==> src/rtl/rr_route_scheduler.sv <==
// rr_route_scheduler: round-robin scheduler between four show-ahead input FIFOs
// and four output FIFOs. It grants at most one eligible head per cycle, pops the
// granted input combinationally, and pushes the registered word one cycle later
// to the output FIFO named by word bits [1:0].
// Optional feature macro: ARB_STATS_EN (per-input saturating grant counters).
//
// state  | meaning
// IDLE   | no grant last cycle, nothing in flight
// ACTIVE | a grant was made last cycle; its word is being pushed now
// DRAIN  | grants stopped; the last registered word has been pushed
module rr_route_scheduler #(
    parameter int DATA_WIDTH  = 10,
    parameter int COUNT_WIDTH = 8
) (
    input  logic                     clk,
    input  logic                     reset,
    input  logic                     enable,
    input  logic [3:0]               empty_in,
    input  logic [4*DATA_WIDTH-1:0]  head_data,
    input  logic [3:0]               almost_full,
    output logic [3:0]               pop,
    output logic [1:0]               select,
    output logic [3:0]               push,
    output logic [DATA_WIDTH-1:0]    data_out,
    output logic                     idle,
    input  logic                     stats_clr,
    output logic [4*COUNT_WIDTH-1:0] grant_cnt
);

    typedef enum logic [1:0] {IDLE, ACTIVE, DRAIN} state_t;

    state_t                state, state_next;
    logic [1:0]            rr_ptr;
    logic [3:0]            elig;
    logic                  grant;
    logic [1:0]            gidx;
    logic [1:0]            cand;
    logic [DATA_WIDTH-1:0] gword;

    // An input is eligible when it has a head word and its destination can take it.
    always_comb begin
        elig = '0;
        for (int i = 0; i < 4; i++) begin
            elig[i] = !reset && enable && !empty_in[i]
                      && !almost_full[head_data[i*DATA_WIDTH +: 2]];
        end
    end

    // Search from rr_ptr upward; descending loop lets the nearest candidate win.
    always_comb begin
        grant = 1'b0;
        gidx  = rr_ptr;
        cand  = rr_ptr;
        for (int k = 3; k >= 0; k--) begin
            cand = rr_ptr + 2'(k);
            if (elig[cand]) begin
                grant = 1'b1;
                gidx  = cand;
            end
        end
    end

    // Grant outputs toward the input FIFOs and the selected head word.
    always_comb begin
        gword  = head_data[int'(gidx)*DATA_WIDTH +: DATA_WIDTH];
        pop    = grant ? (4'b0001 << gidx) : 4'b0000;
        select = grant ? gidx : 2'd0;
        idle   = !grant && (push == 4'b0000);
    end

    // Output register stage and round-robin pointer update.
    always_ff @(posedge clk) begin
        if (reset) begin
            push     <= '0;
            data_out <= '0;
            rr_ptr   <= '0;
        end else if (grant) begin
            push     <= 4'b0001 << gword[1:0];
            data_out <= gword;
            rr_ptr   <= gidx + 2'd1;
        end else begin
            push     <= '0;
        end
    end

    // FSM state register.
    always_ff @(posedge clk) begin
        if (reset) state <= IDLE;
        else       state <= state_next;
    end

    // FSM next-state logic.
    always_comb begin
        state_next = state;
        case (state)
            IDLE:    state_next = grant ? ACTIVE : IDLE;
            ACTIVE:  state_next = grant ? ACTIVE : ((push != 4'b0000) ? DRAIN : IDLE);
            DRAIN:   state_next = grant ? ACTIVE : IDLE;
            default: state_next = IDLE;
        endcase
    end

`ifdef ARB_STATS_EN
    logic [COUNT_WIDTH-1:0] cnt [4];

    // Saturating per-input grant counters; clear wins over increment.
    always_ff @(posedge clk) begin
        if (reset || stats_clr) begin
            for (int i = 0; i < 4; i++) cnt[i] <= '0;
        end else if (grant && (cnt[gidx] != {COUNT_WIDTH{1'b1}})) begin
            cnt[gidx] <= cnt[gidx] + COUNT_WIDTH'(1);
        end
    end

    // Pack counters onto the output bus.
    always_comb begin
        grant_cnt = '0;
        for (int i = 0; i < 4; i++) grant_cnt[i*COUNT_WIDTH +: COUNT_WIDTH] = cnt[i];
    end
`else
    logic unused_stats_clr;
    assign unused_stats_clr = stats_clr;
    assign grant_cnt        = '0;
`endif

endmodule
==> config.mk <==
export PLATFORM = sky130hd
export DESIGN_NAME = rr_route_scheduler
export DESIGN_NICKNAME = d
export VERILOG_FILES = /design/src/rtl/rr_route_scheduler.sv
export SDC_FILE = /design/constraint.sdc
export NUM_CORES = 1
export LEC_CHECK = 0
export CORE_MARGIN = 4
export CORE_UTILIZATION = 27
export DETAILED_ROUTE_END_ITERATION = 6
export PLACE_DENSITY = 0.72
export SLEW_MARGIN = 5
export SYNTH_ARGS = -nofsm -noshare
export SYNTH_HDL_FRONTEND = slang
export SYNTH_SLANG_ARGS = --single-unit
==> constraint.sdc <==
create_clock -name clk -period 5.73 [get_ports clk]
set_input_delay 1.146 -clock clk [delete_from_list [all_inputs] [get_ports clk]]
set_output_delay 1.146 -clock clk [all_outputs]
set_load 0.005 [all_outputs]
# After elaboration in Yosys (flattened, before gate mapping)
# Index checks and enable logic that the tools add are counted.
# Widths: inputs -> output; s select.
# word_totals
wordCells	68
reg_bits	16
# classes
shifts	3
muxes	26
multipliers	1
magnitude_cmp	8
n_addsub	4
n_reduce_logical	22
bitwise_logic	1
# ops
op	n
$shiftx 40x7->10	1
$lt 2x3->1 const B	8
$bmux 1 s2	8
$mux 1	12
$logic_and 1x1->1	10
$logic_not 1->1	10
$mux 2	5
$shl 1x2->4 const A	2
$mul 2x3->5 const B	1
$add 2x1->2 const B	2
$add 2x2->2 const B	2
$logic_not 4->1	1
$mux 4	1
$reduce_or 2->1	1
$not 1->1	1

# Longest topological paths before layout
# logic_depth
word_depth	13
depth_mapped	9
ltp_nobuf	8

# Worst setup path before layout
# OpenSTA, ideal clock, no wires.
# synth_timing
kind	input port to output port
start	input port head_data[30]
end	output port pop[0]
cell_stages	8
arrival_ns	2.899
slack_ns	1.685
path_cell_list	mux4_2 nor3_4 nor3_1 o211ai_2 buf_2 inv_1 ha_1 nor2b_1
# synth_between
elab_chain_len	12
word_cells_on_any_way	22
classes_between	1 x shift; 19 x mux; 2 x reduce/logical
# synth_lines
item	line_no	rtl
start: declaration	19	input logic [4*DATA_WIDTH-1:0] head_data,
$bmux 1 s2 (*)	45	&& !almost_full[head_data[i*DATA_WIDTH +: 2]];
$mux 1 (implied by the code) (*)	45	
$logic_not 1->1 (*)	45	
$logic_and 1x1->1 (*)	45	
$bmux 1 s2	56	if (elig[cand]) begin
$mux 1 (implied by the code)	56	
$mux 2 (4 in series)	56	
$shl 1x2->4	66	pop = grant ? (4'b0001 << gidx) : 4'b0000;
$mux 4 (*)	66	
end: declaration	21	output logic [3:0] pop,
# Mark *: on every way between the ends. The rest lies on a longest branch, timed or not. The select of a mux whose other input is x is not followed.

# Worst setup path in the final report
# Same ends and word-level chain as after synthesis.

==> impl_metrics.py <==
metrics = {
    "clocking": {
        "cts_buffer_depth": 2,
        "cts_tree": "yes",
        "clock_latency_ps": 250,
        "cts.clk_slew.worst_paths_ps": 60,
        "cts_sinks": 16,
        "cts_buffers": 3,
        "ctsResizeCount": 0,
        "cts_root_buffer": "clkbuf_8",
        "postCtsSetupBuffers": 0,
        "htree_levels": 1,
        "holdBufCountCts": 0,
    },
    "logic_synthesis": {
        "netlist_instances": 165,
        "async_reset_ff_share_pct": 0,
        "synth_top_area_share_pct": 21.7,
        "synthTopCellsByArea": "dfxtp_1 22%, buf_4 16%, mux2_2 14%",
        "synth_flop_cell": "dfxtp_1",
        "ys_ff_latch": 16,
        "yosys_warnings": 0,
        "synth.avg_cell_area_um2": 8.95,
        "yosysUniqueCellTypes": 41,
        "synth-edff-count": 0,
        "synth-seq-area-share_pct": 21.7,
        "netlist_area_um2": 1480,
        "synth_top_area_cell": "dfxtp_1",
    },
    "placed_design": {
        "dp_hpwl_um": 3270,
        "place_ws_ps": 484,
        "placed_cell_area_um2": 2130,
        "portBuffers": 71,
        "finalWeightedCongestion": 0.695,
    },
    "critical_path": {
        "start_kind": "input pin",
        "cp_max_fo": 8,
        "path_class": "input pin to output port",
        "end_kind": "output port",
        "arrival_ps": 4090,
        "worstRegToRegCells": 6,
        "required_ps": 4580,
    },
    "sta": {
        "skew_ps": 3.05,
        "setup_ws_ps": 494,
        "relSlewSlack_pct": 66.6,
        "worstMarginPinSlew_ps": 500,
        "finalCriticalPeriod_ps": 5240,
        "finalSetupViolations": 0,
        "rsz0062_at_grt": "false",
        "timing.fmax_mhz": 191,
        "hold_violations": 0,
        "slew_violations": 0,
        "setup_tns_ps": 0,
        "post-route-period-util_pct": 91.4,
    },
    "drt": {
        "viasPerCell": 4.33,
        "wl_per_cell_um": 12.8,
        "postRouteAntennaNets": 0,
        "drt_iter0_markers": 50,
        "drc": 0,
        "dr_total_vias": 1320,
        "wirelength_um": 3890,
        "dr.pass1.iters": 4,
    },
    "global_route": {
        "antenna_found_initial": 0,
        "grt_overflow": 0,
        "grt_pass1_wl_um": 5660,
        "grt_usage_pct": 10.8,
        "grt_max_degree": 24,
        "grt_pass1_vias": 1248,
    },
    "status": {
        "status": "complete, no violations",
    },
    "die": {
        "die_area_um2": 6710,
        "pin_count": 105,
        "fp.dieW_um": 81.9,
        "start_util_pct": 28.4,
        "die_y_um": 81.9,
        "core_area_um2": 5200,
        "rows": 26,
    },
    "power": {
        "p_per_area_nw_per_um2": 211,
        "leakage_nw": 0.873,
        "irDropWorstVdd_uv": 103,
    },
    "cells_and_area": {
        "n_antenna_cell": 0,
        "fin_area_um2": 2180,
        "final_net_count": 292,
        "postLayoutCoreUtil_pct": 41.9,
        "area_delta_synth_final_pct": 47.7,
        "drive_gt1_share_pct": 16.6,
    },
    "min_path": {
        "hold_depth": 2,
        "holdCritPathClass": "flop to flop",
    },
    "job": {
        "drv_cap": 0,
    },
}
-- logic make-up (layout without fill, tap and decap cells) --
kind of cell,Yosys count,count (layout),synth area share (%)
buffers and inverters,46,85,21.9
AND/OR/NAND/NOR,39,39,14.4
AO/OA/AOI/OAI,33,33,15.8
multiplexers,26,26,22.6
flip-flops,16,16,21.7
adder cells (fa/ha/maj),4,4,3.39
other,1,32,0.254
-- layer usage --
metal  global-route usage, %  share of wire (%)  vias up
met4                    1.99               0.67        0
met1                    12.1                 38      610
met2                    20.5                 55       47
met3                    2.63                6.6        2
li1                        -                  -      661
met5                       0                  0        -
-- state kept, by name, summed over array words and instances, names as in the netlist --
| register | flops |
|---|---|
| rr_ptr | 2 |
| data_out | 10 |
| push | 4 |
-- through the flow --
stage	std cells	hold WS, ps	power, mW
2_1_floorplan	196	450	0.282
5_1_grt	305	481	0.494
3_5_place_dp	301	453	0.365
3_3_place_gp	301	445	0.362
6_report	305	465	0.459
4_1_cts	305	465	0.466
-- area by class of cell --
| class | instances | area [um2] |
|---|---|---|
| repair buffers | 75 | 741 |
| well taps | 70 | 87.6 |
| clock buffers | 4 | 55.1 |
| fillers | 543 | 3020 |
| flip-flops and latches | 16 | 320 |
| inverters | 6 | 22.5 |
| multi-input cells | 134 | 955 |
-- path summary, 6_finish.rpt --
kind	slack (ps)	endpoint	from
setup / recovery	490	pop[0]	head_data[30]
hold / removal	460	data_out[1]$_SDFFE_PP0P_	data_out[1]$_SDFFE_PP0P_
setup reg to reg	3710	data_out[2]$_SDFFE_PP0P_	rr_ptr[1]$_SDFFE_PP0P_
hold reg to reg	460	data_out[1]$_SDFFE_PP0P_	data_out[1]$_SDFFE_PP0P_
-- cell usage after synthesis, drive strengths merged (4+ instances only) --
cell type,count
mux2,19
a21boi,8
nor2,16
inv,6
mux4,4
buf,36
o21ai,4
ha,4
dfxtp,16
nor2b,4
o22ai,9
nor3,6
-- where the power goes --
group | switching, mW | total, mW | internal [mW] | leakage, nW
clock network | 0.0367 | 0.0976 | 0.0609 | 0.0288
logic | 0.0861 | 0.219 | 0.132 | 0.712
registers | 0.0125 | 0.143 | 0.131 | 0.133
total | 0.135 | 0.459 | 0.324 | 0.873
-- worst max-delay path: stages --
cell,delay [ps]
clkdlybuf4s50_1,510
mux4_2,540
nor3_4,320
a21oi_1,150
o21a_1,200
nor2_1,340
inv_1,120
ha_1,200
nor2b_1,120
clkdlybuf4s50_1,450
-- placed cells by master, fill, tap and decap left out, types with 2 or more instances in the layout --
cell,count
or3_4,2
nand3_1,3
ha_1,4
dfxtp_1,16
mux2_2,18
inv_1,5
buf_4,4
nor3_1,4
clkbuf_8,4
nor2b_1,4
o22ai_1,9
mux4_2,4
conb_1,32
clkdlybuf4s50_1,71
a21boi_0,8
nand2_1,2
mux2i_1,3
o21ai_0,3
o22a_1,2
nor2_1,16
a21oi_1,2
No activity file was read; power rests on OpenSTA's default activity.
